===== src/rtl/mul_unit_pkg.sv =====
// Shared multiplier definitions: datapath width and the mulctl op encodings.
// The controller imports the same package, so both sides agree on the codes.
package mul_unit_pkg;

    localparam int XLEN_DEFAULT = 32;

    localparam logic [1:0] MULCTL_MUL    = 2'b00;
    localparam logic [1:0] MULCTL_MULH   = 2'b01;
    localparam logic [1:0] MULCTL_MULHSU = 2'b10;
    localparam logic [1:0] MULCTL_MULHU  = 2'b11;

    // rs1 is treated as signed for MULH and MULHSU.
    function automatic logic op_a_signed(input logic [1:0] ctl);
        return (ctl == MULCTL_MULH) || (ctl == MULCTL_MULHSU);
    endfunction

    // rs2 is treated as signed for MULH only.
    function automatic logic op_b_signed(input logic [1:0] ctl);
        return (ctl == MULCTL_MULH);
    endfunction

endpackage


===== src/rtl/mul_unit.sv =====
// Sequential radix-2 shift-add multiplier for MUL/MULH/MULHSU/MULHU.
//
// Handshake: start is a single-cycle request strobe, accepted only on an edge
// where the unit is idle (busy low); it is ignored, not queued, while busy.
// Operands and mulctl are captured on the accepting edge. Completion is a
// one-cycle exdone pulse; result is valid from that pulse and holds until the
// next completion. There is no backpressure from the controller.
module mul_unit
    import mul_unit_pkg::*;
#(
    parameter int XLEN = XLEN_DEFAULT
) (
    input  logic            clk,
    input  logic            rst,
    input  logic            start,
    input  logic [1:0]      mulctl,
    input  logic [XLEN-1:0] a,
    input  logic [XLEN-1:0] b,
    output logic [XLEN-1:0] result,
    output logic            exdone,
    output logic            busy
);

    typedef enum logic [1:0] {
        S_IDLE = 2'd0,
        S_RUN  = 2'd1,
        S_DONE = 2'd2
    } state_t;

    localparam logic [5:0] LAST_STEP = 6'(XLEN - 1);

    state_t              state;
    logic [1:0]          op_q;
    logic                neg_q;
    logic [2*XLEN-1:0]   mcand_q;
    logic [XLEN-1:0]     mplier_q;
    logic [2*XLEN-1:0]   acc;
    logic [5:0]          cnt;

    // Operand magnitudes and product sign derived from the live inputs; only
    // used on the accepting edge.
    logic                a_neg;
    logic                b_neg;
    logic [XLEN-1:0]     a_mag;
    logic [XLEN-1:0]     b_mag;
    logic [2*XLEN-1:0]   prod;

    assign a_neg = op_a_signed(mulctl) && a[XLEN-1];
    assign b_neg = op_b_signed(mulctl) && b[XLEN-1];
    assign a_mag = a_neg ? -a : a;
    assign b_mag = b_neg ? -b : b;
    assign prod  = neg_q ? -acc : acc;

    // Control FSM plus shift-add datapath; every output is a register.
    always_ff @(posedge clk) begin
        if (rst) begin
            state    <= S_IDLE;
            op_q     <= MULCTL_MUL;
            neg_q    <= 1'b0;
            mcand_q  <= '0;
            mplier_q <= '0;
            acc      <= '0;
            cnt      <= '0;
            result   <= '0;
            exdone   <= 1'b0;
            busy     <= 1'b0;
        end else begin
            case (state)
                S_IDLE: begin
                    if (start) begin
                        op_q     <= mulctl;
                        neg_q    <= a_neg ^ b_neg;
                        mcand_q  <= {{XLEN{1'b0}}, a_mag};
                        mplier_q <= b_mag;
                        acc      <= '0;
                        cnt      <= '0;
                        busy     <= 1'b1;
                        state    <= S_RUN;
                    end
                end
                S_RUN: begin
                    // One multiplier bit per cycle, always XLEN steps.
                    if (mplier_q[0]) begin
                        acc <= acc + mcand_q;
                    end
                    mcand_q  <= mcand_q << 1;
                    mplier_q <= mplier_q >> 1;
                    cnt      <= cnt + 6'd1;
                    if (cnt == LAST_STEP) begin
                        state <= S_DONE;
                    end
                end
                S_DONE: begin
                    // First DONE cycle publishes the result, second retires.
                    if (!exdone) begin
                        result <= (op_q == MULCTL_MUL) ? prod[XLEN-1:0]
                                                       : prod[2*XLEN-1:XLEN];
                        exdone <= 1'b1;
                    end else begin
                        exdone <= 1'b0;
                        busy   <= 1'b0;
                        state  <= S_IDLE;
                    end
                end
                default: begin
                    state <= S_IDLE;
                end
            endcase
        end
    end

endmodule


===== config.mk =====
export PLATFORM = sky130hd
export DESIGN_NAME = mul_unit
export DESIGN_NICKNAME = d
export VERILOG_FILES = /design/src/rtl/mul_unit_pkg.sv /design/src/rtl/mul_unit.sv
export SDC_FILE = /design/constraint.sdc
export NUM_CORES = 1
export LEC_CHECK = 0
export CELL_PAD_IN_SITES_DETAIL_PLACEMENT = 1
export CELL_PAD_IN_SITES_GLOBAL_PLACEMENT = 1
export CORE_MARGIN = 3
export CORE_UTILIZATION = 40
export CTS_CLUSTER_SIZE = 14
export DETAILED_ROUTE_END_ITERATION = 12
export PLACE_DENSITY = 0.81
export SLEW_MARGIN = 20
export SYNTH_ARGS = -nofsm -noshare
export SYNTH_HDL_FRONTEND = slang
export SYNTH_SLANG_ARGS = --single-unit

===== constraint.sdc =====
create_clock -name clk -period 3.5 [get_ports clk]
set_input_delay 0.525 -clock clk [delete_from_list [all_inputs] [get_ports clk]]
set_output_delay 0.525 -clock clk [all_outputs]
set_load 0.05 [all_outputs]

======== Yosys cells after proc, flatten, opt, wreduce, memory -nomap -nowiden ========
Cells that the tools add are included.
Widths: inputs -> output; s select.
word-level totals
  input bits .............................. 69
  output and inout bits ................... 34
  memories kept ........................... 0
  latch bits .............................. 0
  RAM bits ................................ 0
  memory bits (read-only) ................. 0
  logic and storage cells ................. 60
  bits in registers ....................... 205
cells by class
  reductions and logical operators ........ 13
  shifts and indexed selects .............. 0
  bitwise operators ....................... 2
  $lt $le $gt $ge ......................... 0
  divide/modulo/power cells ............... 0
  equal/unequal tests ..................... 9
  add/subtract/negate cells ............... 5
  multiplexer cells ....................... 21
  multiply operators ...................... 0
operators by type and width
  operator             number
  $mux 64              4
  $pmux 64 s2          2
  $mux 32              4
  $add 64x64->64       1
  $neg 32->32          2
  $neg 64->64          1
  $pmux 32 s2          1
  $pmux 6 s2           1
  $reduce_and 3->1     3
  $ne 2x2->1 const B   4
  $add 6x1->6 const B  1
  $eq 6x5->1 const B   1
  $mux 2               3
  $mux 6               1
  $pmux 2 s3           1
  $reduce_and 2->1     3
  $eq 2x1->1 const B   2
  $eq 2x2->1 const B   2
  $logic_not 2->1      2
  $reduce_bool 2->1    2
  $mux 1               3
  $logic_and 1x1->1    2
  $pmux 1 s2           1
  $logic_or 1x1->1     1
  other kinds (2)      2

======== Longest topological paths before layout ========
Gate-level depths: netlist of run 1.
  word-level depth ........................ 6
  gate-level depth with buffers ........... 13
  gate-level depth less buffers ........... 13

======== Worst setup path after synthesis of run 1 ========
Ideal clock, no wire load.
  path type ............................... register to register
  from .................................... reg acc[20]
  to ...................................... reg result[23]
  period minus slack after synthesis ...... 3.414 ns
  cell stages (with the launch flop) ...... 13
  arrival time ............................ 3.349 ns
  setup slack ............................. 0.086 ns
  required time ........................... 3.435 ns
  setup time .............................. 0.065 ns
  cells stage by stage .................... dfxtp_1 > or3_4 > or4_1 > buf_2 > or4_4 > a2111o_1 > or2_1 > buf_6 > o41ai_2 > o22ai_1 > a221oi_1 > a21oi_1 > nor2_1
on the way
  cells in the longest elaborated chain, start to end .. 3
ends and longest elaborated chain
  item                    line            source
  start, declared         mul_unit.sv:37  logic [2*XLEN-1:0] acc;
  start signal, assigned  mul_unit.sv:84  acc <= acc + mcand_q;
  $neg 64->64             mul_unit.sv:52  assign prod = neg_q ? -acc : acc;
  $mux 64                 mul_unit.sv:52
  $mux 32                 mul_unit.sv:96  result <= (op_q == MULCTL_MUL) ? prod[XLEN-1:0]
  end signal, assigned    mul_unit.sv:96
  end, declared           mul_unit.sv:19  output logic [XLEN-1:0] result,
No other way between the ends.
A chain may end at the register's enable or synchronous reset.

======== Worst setup path in the final report of run 1 ========
  from .................................... reg acc[3]
  to ...................................... reg result[16]
Same word-level chain as after synthesis.

==> load_flow_metrics.sql, run 1 <==
INSERT INTO impl_metrics (metric_group, metric, value, unit) VALUES
('sta', 'rsz0062_at_grt', 'no', ''),
('finish', 'seqCellArea', '4110', 'sq um'),
('global_route', 'grt_max_degree', '68', ''),
('critical_path', 'timing.critical_path.buf_inv', '0', ''),
('critical_path', 'critPathCaptureType', 'flop', ''),
('sta', 'setup_viol', '0', ''),
('sta', 'maxClockFrequency', '296', 'MHz'),
('sta', 'hold_slack', '0.457', 'ns'),
('cts', 'tritoncts', 'yes', ''),
('floorplan', 'floorplan.die_area', '37700', 'sq um'),
('sta', 'final_report_max_slew_violation_count', '0', ''),
('critical_path', 'worstReg2RegEnd', 'result[16]', ''),
('floorplan', 'core', '34700', 'sq um'),
('flow_run', 'max-cap-violations', '0', ''),
('sta', 'worst_max_slew_pin_slew', '0.901', 'ns'),
('global_route', 'number_of_antenna_violations_at_the_first_check_in_global_routing', '0', ''),
('placed_design', 'post-place-cells', '2465', ''),
('sta', 'finalHoldViolCount', '0', ''),
('critical_path', 'startpoint_type', 'flop', ''),
('synth', 'yosysTopAreaCellShare', '0.290', ''),
('detailed_routing', 'routed_wirelength', '52200', 'um'),
('cts', 'cts-buffers-inserted', '26', ''),
('critical_path', 'timing.critical_path.arrival', '3.85', 'ns'),
('detailed_routing', 'via_per_inst', '6.03', ''),
('floorplan', 'fp-row-count', '68', ''),
('power_and_ir_drop', 'maximum_ir_drop_on_the_vdd_rail', '370', 'uV'),
('detailed_routing', 'routed-via-count', '15200', ''),
('cts', 'ctsLongestPathBuffers', '3', ''),
('worst_hold_path', 'worst_hold_path_type', 'reg -> reg', ''),
('power_and_ir_drop', 'sw_power', '1.80', 'mW'),
('detailed_routing', 'post-route-drc-count', '0', ''),
('synth', 'netlist.top_cell.by_area', 'sky130_fd_sc_hd__dfxtp_1', ''),
('global_route', 'leftover_overflow_at_the_end_of_global_routing', '0', ''),
('power_and_ir_drop', 'sequential_group_share_of_total_power', '0.400', ''),
('global_route', 'groute.layer.met2.usage', '0.459', ''),
('synth', 'synth_area', '14200', 'sq um'),
('cts', 'worst_skew_pair.late_latency', '0.55', 'ns'),
('finish', 'post_route_cells_drive_above_1_share', '0.0952', ''),
('cts', 'clock_sinks', '205', ''),
('global_route', 'grt.total_usage', '0.265', ''),
('finish', 'multiInputGateArea', '9590', 'sq um'),
('power_and_ir_drop', 'power.share.switching', '0.292', ''),
('sta', 'worst_clk_skew', '0.0197', 'ns'),
('sta', 'slew-limit-headroom', '0.398', ''),
('placed_design', 'place.gp.congestion', '0.953', ''),
('critical_path', 'worst-r2r-setup-slack', '0.13', 'ns'),
('finish', 'finalNetCount', '2177', ''),
('finish', 'final-instance-count-excl-fill', '2514', ''),
('critical_path', 'cp.required', '3.98', 'ns'),
('synth', 'ys_warn_count', '0', ''),
('floorplan', 'io_pins', '103', ''),
('synth', 'ys_ff_latch', '205', ''),
('worst_hold_path', 'worstHoldStart', 'result[13]', ''),
('critical_path', 'critical_path.max_stage_delay', '0.52', 'ns'),
('synth', 'share_of_synthesized_registers_carrying_an_async_set_or_reset', '0', ''),
('sta', 'minimum_period_implied_by_the_final_worst_setup_slack', '3.37', 'ns'),
('critical_path', 'worst-path-max-fanout', '5', ''),
('critical_path', 'critPathTopFamily', 'simple AND/OR/NAND/NOR gates', ''),
('sta', 'timing.setup.tns', '0', 'ns'),
('global_route', 'met1_usage', '0.346', ''),
('worst_hold_path', 'hold_depth', '2', ''),
('global_route', 'met3_usage', '0.0313', ''),
('power_and_ir_drop', 'clockPowerShare', '0.439', ''),
('run_status', 'run_status', 'complete, no violations', ''),
('detailed_routing', 'drt-initial-drc-count', '1039', ''),
('synth', 'unique_cell_type_count_in_the_yosys_netlist', '71', ''),
('cts', 'clock_tree.root_cell', 'sky130_fd_sc_hd__clkbuf_16', ''),
('synth', 'dominant_synthesized_flop_cell', 'sky130_fd_sc_hd__dfxtp_1', ''),
('placed_design', 'portBuffers', '102', ''),
('floorplan', 'floorplan.initialDensity', '0.408', ''),
('floorplan', 'fp.dieH', '194', 'um');
==> area by class of cell <==
| class | instances | area share |
|---|---|---|
| Sequential cell | 205 | 0.240 |
| Multi-Input combinational cell | 1571 | 0.562 |
| Clock buffer | 32 | 0.0418 |
| Inverter | 28 | 0.00616 |
| Tap cell | 455 | 0.0333 |
| Clock inverter | 16 | 0.00931 |
| Timing Repair Buffer | 207 | 0.107 |
==> registers in the layout, summed over array words and instances, names as in the netlist, 2 cells and up <==
signal / cells
acc: 64
mcand_q: 64
cnt: 6
result: 32
mplier_q: 32
state: 2
op_q: 2
==> power by group through the flow <==
| stage | sequential (mW) | combinational (mW) | clock [mW] |
|---|---|---|---|
| 4_1_cts | 2.47 | 0.981 | 2.75 |
| 3_3_place_gp | 2.52 | 0.948 | 0 |
| 5_1_grt | 2.48 | 1.09 | 2.86 |
| 3_5_place_dp | 2.52 | 0.976 | 0 |
| 6_report | 2.47 | 0.994 | 2.71 |
| 2_1_floorplan | 2.50 | 0.623 | 0 |
==> metal layers <==
layer	up-vias	wire length, um
met5	-	0
met4	0	1710
met3	109	2290
met2	343	25000
met1	7447	23200
li1	7258	-
==> repair_timing <==
| item | CTS | global route |
|---|---|---|
| pin swaps | 1 | 2 |
| endpoints found under the setup margin | 2 | 15 |
| hold buffers | 0 | 0 |
| resized for setup | 3 | 17 |
==> kinds of logic after synthesis <==
group / Yosys count / share of synthesized area
DFF: 205 / 0.290
buffers and inverters: 157 / 0.0424
AOI/OAI and AO/OA: 657 / 0.291
xor gates and xnor gates: 128 / 0.0791
and+or+nand+nor: 713 / 0.233
muxes: 4 / 0.00371
adders and majority gates: 69 / 0.0614
==> placed cells by master (no fill, tap or decap), drive strengths merged, types with 62 or more instances in the layout <==
master	instances
a22oi	86
ha	68
a21oi	240
o21ai	112
nand3	62
xor2	63
nand2	271
xnor2	65
buf	106
dfxtp	205
clkdlybuf4s50	101
nor2	160
==> tightest hold or removal path, stage by stage, from the launching register on <==
cell and delay [ns]:
sky130_fd_sc_hd__dfxtp_1 0.31, sky130_fd_sc_hd__nand2_1 0.05, sky130_fd_sc_hd__a21oi_1 0.05
==> worst max-delay path by stage <==
| stage | endpoint | slack, ns | startpoint | cells after the start |
|---|---|---|---|---|
| 6_report | result[16] | 0.13 | acc[3] | 10 |
| 5_1_grt | result[2] | 0.01 | acc[3] | 9 |
| 4_1_cts | acc[62] | 0.08 | acc[2] | 11 |
| 3_5_place_dp | acc[60] | -0.08 | mcand_q[0] | 14 |
| 3_3_place_gp | acc[60] | 0.12 | mcand_q[0] | 14 |
| 2_1_floorplan | result[23] | 0.09 | acc[20] | 12 |
No activity file was read; power rests on OpenSTA's default activity.
==> run 2: changes to the inputs <==
--- a/config.mk
+++ b/config.mk
@@ -9,7 +9,7 @@
 export CELL_PAD_IN_SITES_GLOBAL_PLACEMENT = 1
 export CORE_MARGIN = 3
 export CORE_UTILIZATION = 40
-export CTS_CLUSTER_SIZE = 14
+export CTS_CLUSTER_SIZE = 40
 export DETAILED_ROUTE_END_ITERATION = 12
 export PLACE_DENSITY = 0.81
 export SLEW_MARGIN = 20
==> run 2 against run 1 <==
  * Highest routed layer unchanged
  * Worst setup slack worse by 0.012 ns
  * Total power up 1.3%
  * Global-route usage down 0.070 points
  * Sequential share of layout area about the same
  * Clock-buffer cell count up 1
  * Register-to-register slack about the same
  * Final cell count about the same
  * Final area up 0.10%
  * Largest cell class unchanged
  * Non-clock buffer count unchanged
  * Via count up 0.34%
==> load_flow_metrics.sql, run 2 (synthesis results as in run 1) <==
INSERT INTO impl_metrics (metric_group, metric, value, unit) VALUES
('cts', 'clock_tree.root_cell', 'sky130_fd_sc_hd__clkbuf_16', ''),
('global_route', 'first_global_vias', '15200', ''),
('finish', 'multiInputGateArea', '9580', 'sq um'),
('floorplan', 'io_pins', '103', ''),
('cts', 'cts-buffers-inserted', '26', ''),
('finish', 'final_common_cell', 'sky130_fd_sc_hd__nand2_1', ''),
('placed_design', 'portBuffers', '102', ''),
('finish', 'layout.cells.most_common_list', '271 x sky130_fd_sc_hd__nand2_1, 239 x sky130_fd_sc_hd__a21oi_1, 204 x sky130_fd_sc_hd__dfxtp_1', ''),
('floorplan', 'fp.dieW', '194', 'um'),
('global_route', 'leftover_overflow_at_the_end_of_global_routing', '0', ''),
('power_and_ir_drop', 'total_leakage_power', '6.93', 'nW'),
('finish', 'final-instance-count-excl-fill', '2513', ''),
('sta', 'finalHoldViolCount', '0', ''),
('cts', 'worst_skew_pair.late_latency', '0.55', 'ns'),
('finish', 'post_route_cells_drive_above_1_share', '0.0943', ''),
('cts', 'clock_transition_at_the_register_clock_pins_on_the_worst_setup_and_hold_paths_after_cts', '0.07', 'ns'),
('sta', 'timing.final.ws_setup', '0.114', 'ns'),
('sta', 'minimum_period_implied_by_the_final_worst_setup_slack', '3.39', 'ns'),
('placed_design', 'post-place-cells', '2465', ''),
('flow_run', 'max-cap-violations', '0', ''),
('sta', 'final.period_utilization', '0.967', ''),
('critical_path', 'timing.critical_path.slowest_stage_cell', 'sky130_fd_sc_hd__or3_2', ''),
('critical_path', 'worst-path-max-fanout', '5', ''),
('cts', 'clock_sinks', '205', ''),
('critical_path', 'r2r.worst_path.cells', '10', ''),
('power_and_ir_drop', 'maximum_ir_drop_on_the_vdd_rail', '369', 'uV'),
('worst_hold_path', 'hold_depth', '2', ''),
('finish', 'layout-area-overhead-vs-synth', '20.6', '%'),
('floorplan', 'fp.dieH', '194', 'um'),
('sta', 'final_report_max_slew_violation_count', '0', ''),
('sta', 'setup_viol', '0', ''),
('critical_path', 'cpMostUsedCell', 'sky130_fd_sc_hd__a21oi_1', ''),
('sta', 'worst_max_slew_pin_slew', '0.895', 'ns'),
('finish', 'num-fill-cells', '4304', ''),
('power_and_ir_drop', 'pwr_density_cell', '366', 'nW/um^2'),
('placed_design', 'place.gp.congestion', '0.953', ''),
('critical_path', 'path_class', 'reg -> reg', ''),
('floorplan', 'core', '34700', 'sq um'),
('detailed_routing', 'drt-initial-drc-count', '1061', ''),
('detailed_routing', 'detail-route-antenna-nets', '0', ''),
('run_status', 'run_status', 'complete, no violations', ''),
('global_route', 'grt_first_pass_wirelength', '83000', 'um'),
('floorplan', 'floorplan.die_area', '37700', 'sq um'),
('global_route', 'number_of_antenna_violations_at_the_first_check_in_global_routing', '0', ''),
('detailed_routing', 'detail_route.first_pass.iterations', '5', ''),
('placed_design', 'detailedPlace.worstSlack', '-0.0781', 'ns'),
('sta', 'rsz0062_at_grt', 'yes', ''),
('detailed_routing', 'routed-via-count', '15200', ''),
('finish', 'seqCellArea', '4110', 'sq um'),
('sta', 'timing.setup.tns', '0', 'ns'),
('floorplan', 'floorplan.initialDensity', '0.408', ''),
('critical_path', 'startpoint_type', 'flop', ''),
('sta', 'maxClockFrequency', '295', 'MHz'),
('detailed_routing', 'via_per_inst', '6.05', ''),
('cts', 'cts_hold_buf', '0', ''),
('placed_design', 'place.detailed.hpwl', '39900', 'um'),
('cts', 'ctsLongestPathBuffers', '3', ''),
('detailed_routing', 'post-route-drc-count', '0', ''),
('power_and_ir_drop', 'total_power', '6.26', 'mW'),
('critical_path', 'timing.critical_path.arrival', '3.86', 'ns'),
('finish', 'finalNetCount', '2177', ''),
('critical_path', 'critical_path.max_stage_delay', '0.52', 'ns'),
('detailed_routing', 'post_drt_wl_per_cell', '20.7', 'um'),
('finish', 'diodes', '0', ''),
('critical_path', 'critPathCaptureType', 'flop', ''),
('global_route', 'grt.total_usage', '0.264', ''),
('detailed_routing', 'routed_wirelength', '52000', 'um'),
('cts', 'tritoncts', 'yes', ''),
('sta', 'worst_clk_skew', '0.0147', 'ns'),
('sta', 'slew-limit-headroom', '0.402', ''),
('global_route', 'grt_max_degree', '68', ''),
('finish', 'reg_top3', 'acc (64), mcand_q (64)', ''),
('critical_path', 'cp.required', '3.98', 'ns'),
('critical_path', 'crit_chain', 'or3_4 -> or3b_1 -> or2_0 -> or3_2 -> nor3_1 -> nand2_1 -> a31oi_1 -> a21oi_1 -> or3_1 -> a21oi_1', ''),
('floorplan', 'fp-row-count', '68', ''),
('cts', 'ctsHtreeMaxLevel', '1', ''),
('worst_hold_path', 'worst_hold_path_type', 'reg -> reg', '');
run 2: cell types whose count changed in the layout (fill, tap and decap cells not counted):
cell and delta:
sky130_fd_sc_hd__o31ai_4 -1, sky130_fd_sc_hd__clkbuf_8 +1, sky130_fd_sc_hd__clkinv_2 -2, sky130_fd_sc_hd__o21ai_0 +1, sky130_fd_sc_hd__inv_8 +1, sky130_fd_sc_hd__o31ai_2 +1
sky130_fd_sc_hd__bufinv_16 +1, sky130_fd_sc_hd__clkinvlp_4 -2, sky130_fd_sc_hd__o21ai_2 -1
run 2: worst max-delay path, delay by kind of cell, from the launching register on:
family           cells  cell delay (ns)
AND/OR/NAND/NOR      7             2.56
flip-flops           1             0.36
AO/OA/AOI/OAI        3             0.41
run 2: report_power, final:
part           total, mW  internal [mW]  switching [mW]
registers           2.47           2.41          0.0640
clock network       2.79           1.70            1.10
logic              0.995          0.370           0.625
total               6.26           4.47            1.79
run 2: routing by layer:
layer  GRT usage  up-vias  wire length [um]  part of all wire
li1            -     7257                 -                 -
met1       0.346     7498             23200              0.45
met2       0.458      353             25000              0.48
met3      0.0281      101              2180             0.042
met4      0.0803        0              1630             0.031
met5           0        -                 0                 0
run 2: what timing repair did:
action / CTS / global route
endpoints found under the setup margin: 2 / 15
setup buffers: 0 / 0
pin swaps: 1 / 2
resized for setup: 3 / 14
cloned: 0 / 0
run 2: final cells by class:
| class | instances | share of cell area |
|---|---|---|
| multi-input cells | 1571 | 0.560 |
| flip-flops and latches | 205 | 0.240 |
| repair buffers | 207 | 0.107 |
| clock buffers | 33 | 0.0425 |
| well taps | 455 | 0.0333 |
| clock inverters | 14 | 0.0102 |
| inverters | 28 | 0.00615 |
run 2: path summary, 6_finish.rpt:
check	startpoint	endpoint	slack, ns
hold reg to reg	result[13]	result[13]	0.46
setup reg to reg	acc[3]	result[16]	0.11
hold / removal	result[13]	result[13]	0.46
setup / recovery	acc[3]	result[16]	0.11
run 2: metrics by stage:
step	utilization	area [sq um]	hold slack, ns
finish	0.492	17100	0.457
global route	0.492	17100	0.487
floorplan	-	14200	0.432
detailed placement	0.464	16100	0.445
CTS	0.490	17000	0.458
global placement	0.464	16100	0.435
==> run 3: changes to the inputs <==
--- a/config.mk
+++ b/config.mk
@@ -11,7 +11,9 @@
 export CORE_UTILIZATION = 40
 export CTS_CLUSTER_SIZE = 40
 export DETAILED_ROUTE_END_ITERATION = 12
-export PLACE_DENSITY = 0.81
+export DONT_BUFFER_PORTS = 1
+export PLACE_DENSITY = 0.75
+export SKIP_CTS_REPAIR_TIMING = 1
 export SLEW_MARGIN = 20
 export SYNTH_ARGS = -nofsm -noshare
 export SYNTH_HDL_FRONTEND = slang
==> run 3 against run 2 <==
  * Clock skew is 0.0053 ns lower
  * Maximum frequency fell by 0.96%
  * Register-to-register slack worse by 0.03 ns
  * Clock power shrank 1%
  * Via count shrank 2.2%
  * Sequential share of layout area up 1.6 points
  * Global-route usage fell by 0.23 points
  * Critical path type unchanged
  * Highest routed layer unchanged
==> load_flow_metrics.sql, run 3 (synthesis results as in run 1) <==
INSERT INTO impl_metrics (metric_group, metric, value, unit) VALUES
('run_status', 'run_status', 'complete, no violations', ''),
('placed_design', 'portBuffers', '0', ''),
('sta', 'worst_clk_skew', '0.00943', 'ns'),
('sta', 'maxClockFrequency', '293', 'MHz'),
('floorplan', 'floorplan.initialDensity', '0.408', ''),
('sta', 'final.period_utilization', '0.977', ''),
('sta', 'slew-limit-headroom', '0.353', ''),
('cts', 'ctsHtreeMaxLevel', '1', ''),
('flow_run', 'max-cap-violations', '0', ''),
('sta', 'minimum_period_implied_by_the_final_worst_setup_slack', '3.42', 'ns'),
('worst_hold_path', 'worstHoldStart', 'rst', ''),
('sta', 'setup_viol', '0', ''),
('global_route', 'leftover_overflow_at_the_end_of_global_routing', '0', ''),
('finish', 'reg_top3', 'acc (64), mcand_q (64)', ''),
('global_route', 'met1_usage', '0.336', ''),
('cts', 'ctsLongestPathBuffers', '3', ''),
('floorplan', 'fp.dieW', '194', 'um'),
('detailed_routing', 'via_per_inst', '6.18', ''),
('critical_path', 'critical_path.reg2reg.startpoint', 'acc[4]', ''),
('placed_design', 'detailedPlace.worstSlack', '-0.0930', 'ns'),
('detailed_routing', 'detail_route.first_pass.iterations', '5', ''),
('sta', 'hold_slack', '0.0623', 'ns'),
('critical_path', 'worstReg2RegEnd', 'result[2]', ''),
('placed_design', 'place.gp.congestion', '0.902', ''),
('sta', 'finalHoldViolCount', '0', ''),
('sta', 'worst_max_slew_pin_slew', '0.971', 'ns'),
('worst_hold_path', 'hold_depth', '1', ''),
('detailed_routing', 'routed-via-count', '14900', ''),
('cts', 'clock_transition_at_the_register_clock_pins_on_the_worst_setup_and_hold_paths_after_cts', '0.06', 'ns'),
('finish', 'diodes', '0', ''),
('cts', 'worst_skew_pair.late_latency', '0.54', 'ns'),
('floorplan', 'fp.dieH', '194', 'um'),
('placed_design', 'place.detailed.hpwl', '38500', 'um'),
('worst_hold_path', 'worst_hold_path_type', 'in -> reg', ''),
('global_route', 'grt_first_pass_wirelength', '82000', 'um'),
('global_route', 'groute.layer.met2.usage', '0.457', ''),
('finish', 'finalCoreUtilization', '0.462', ''),
('detailed_routing', 'routed_wirelength', '51600', 'um'),
('sta', 'timing.final.ws_setup', '0.0816', 'ns'),
('detailed_routing', 'post-route-drc-count', '0', ''),
('critical_path', 'worst-r2r-setup-slack', '0.08', 'ns'),
('worst_hold_path', 'hold-path-endpoint', 'exdone', ''),
('cts', 'cts-buffers-inserted', '25', ''),
('global_route', 'grt_max_degree', '169', ''),
('global_route', 'first_global_vias', '15100', ''),
('finish', 'finalNetCount', '2071', ''),
('cts', 'clock_tree.root_cell', 'sky130_fd_sc_hd__clkbuf_16', ''),
('detailed_routing', 'post_drt_wl_per_cell', '21.4', 'um'),
('global_route', 'grt.total_usage', '0.262', ''),
('power_and_ir_drop', 'pwr_density_cell', '379', 'nW/um^2'),
('critical_path', 'timing.critical_path.arrival', '3.89', 'ns'),
('critical_path', 'critPathCaptureType', 'flop', ''),
('global_route', 'global_route.peak_usage_layer', 'met2', ''),
('floorplan', 'floorplan.die_area', '37700', 'sq um'),
('critical_path', 'path_class', 'reg -> reg', ''),
('floorplan', 'fp-row-count', '68', ''),
('detailed_routing', 'drt-initial-drc-count', '886', ''),
('sta', 'final_report_max_slew_violation_count', '0', ''),
('global_route', 'met3_usage', '0.0334', ''),
('placed_design', 'post-place-cells', '2360', ''),
('critical_path', 'worst-path-max-fanout', '4', ''),
('critical_path', 'startpoint_type', 'flop', ''),
('finish', 'layout.cells.most_common_list', '271 x sky130_fd_sc_hd__nand2_1, 239 x sky130_fd_sc_hd__a21oi_1, 204 x sky130_fd_sc_hd__dfxtp_1', ''),
('power_and_ir_drop', 'maximum_ir_drop_on_the_vdd_rail', '320', 'uV'),
('cts', 'clock_sinks', '205', ''),
('detailed_routing', 'detail-route-antenna-nets', '0', ''),
('finish', 'final-instance-count-excl-fill', '2407', ''),
('sta', 'rsz0062_at_grt', 'yes', ''),
('floorplan', 'core', '34700', 'sq um'),
('critical_path', 'cp.required', '3.97', 'ns'),
('power_and_ir_drop', 'total_power', '6.07', 'mW'),
('finish', 'layout-area-overhead-vs-synth', '13.1', '%'),
('finish', 'post_route_cells_drive_above_1_share', '0.0963', ''),
('global_route', 'number_of_antenna_violations_at_the_first_check_in_global_routing', '0', ''),
('critical_path', 'r2r.worst_path.cells', '11', ''),
('cts', 'tritoncts', 'yes', ''),
('finish', 'final_common_cell', 'sky130_fd_sc_hd__nand2_1', ''),
('power_and_ir_drop', 'total_leakage_power', '6.52', 'nW'),
('floorplan', 'io_pins', '103', '');
-- run 3: worst max-delay path by stage --
stage | start | endpoint | slack (ns)
floorplan | acc[20] | result[23] | 0.09
global placement | mcand_q[0] | acc[60] | 0.05
detailed placement | mcand_q[0] | acc[60] | -0.09
CTS | mcand_q[0] | acc[60] | -0.17
global route | mcand_q[8] | acc[33] | -0.02
finish | acc[4] | result[2] | 0.08
-- run 3: layer usage --
metal | share of wire | vias up
li1 | - | 7047
met1 | 0.43 | 7387
met2 | 0.49 | 340
met3 | 0.049 | 101
met4 | 0.033 | 0
met5 | 0 | -
-- run 3: metrics by stage --
step / area [sq um] / TNS, ns
3_3_place_gp: 15100 / 0
6_report: 16000 / 0
2_1_floorplan: 14200 / 0
5_1_grt: 16000 / -0.0218
3_5_place_dp: 15100 / -0.131
4_1_cts: 15900 / -0.380
-- run 3: report_power, final --
group          total, mW  internal (mW)  switching (mW)
sequential          2.47           2.41          0.0641
combinational      0.849          0.298           0.551
clock               2.75           1.68            1.07
total               6.07           4.39            1.68
-- run 3: area by class of cell --
cell class	count	area (sq um)
Multi-Input combinational cell	1571	9610
Sequential cell	205	4110
Clock inverter	8	123
Inverter	28	105
Timing Repair Buffer	102	778
Fill cell	4289	18700
Clock buffer	38	744
Tap cell	455	569
-- run 3: critical path: stages (launching register included) --
cell                        delay, ns
sky130_fd_sc_hd__dfxtp_1         0.31
sky130_fd_sc_hd__buf_4           0.14
sky130_fd_sc_hd__or3_1           0.39
sky130_fd_sc_hd__buf_4           0.18
sky130_fd_sc_hd__or3b_1          0.47
sky130_fd_sc_hd__or2_0           0.27
sky130_fd_sc_hd__or3_4           0.41
sky130_fd_sc_hd__nor3_1          0.37
sky130_fd_sc_hd__o21ai_0         0.15
sky130_fd_sc_hd__a2111oi_0       0.48
sky130_fd_sc_hd__a21oi_1         0.08
sky130_fd_sc_hd__nor2_1          0.10
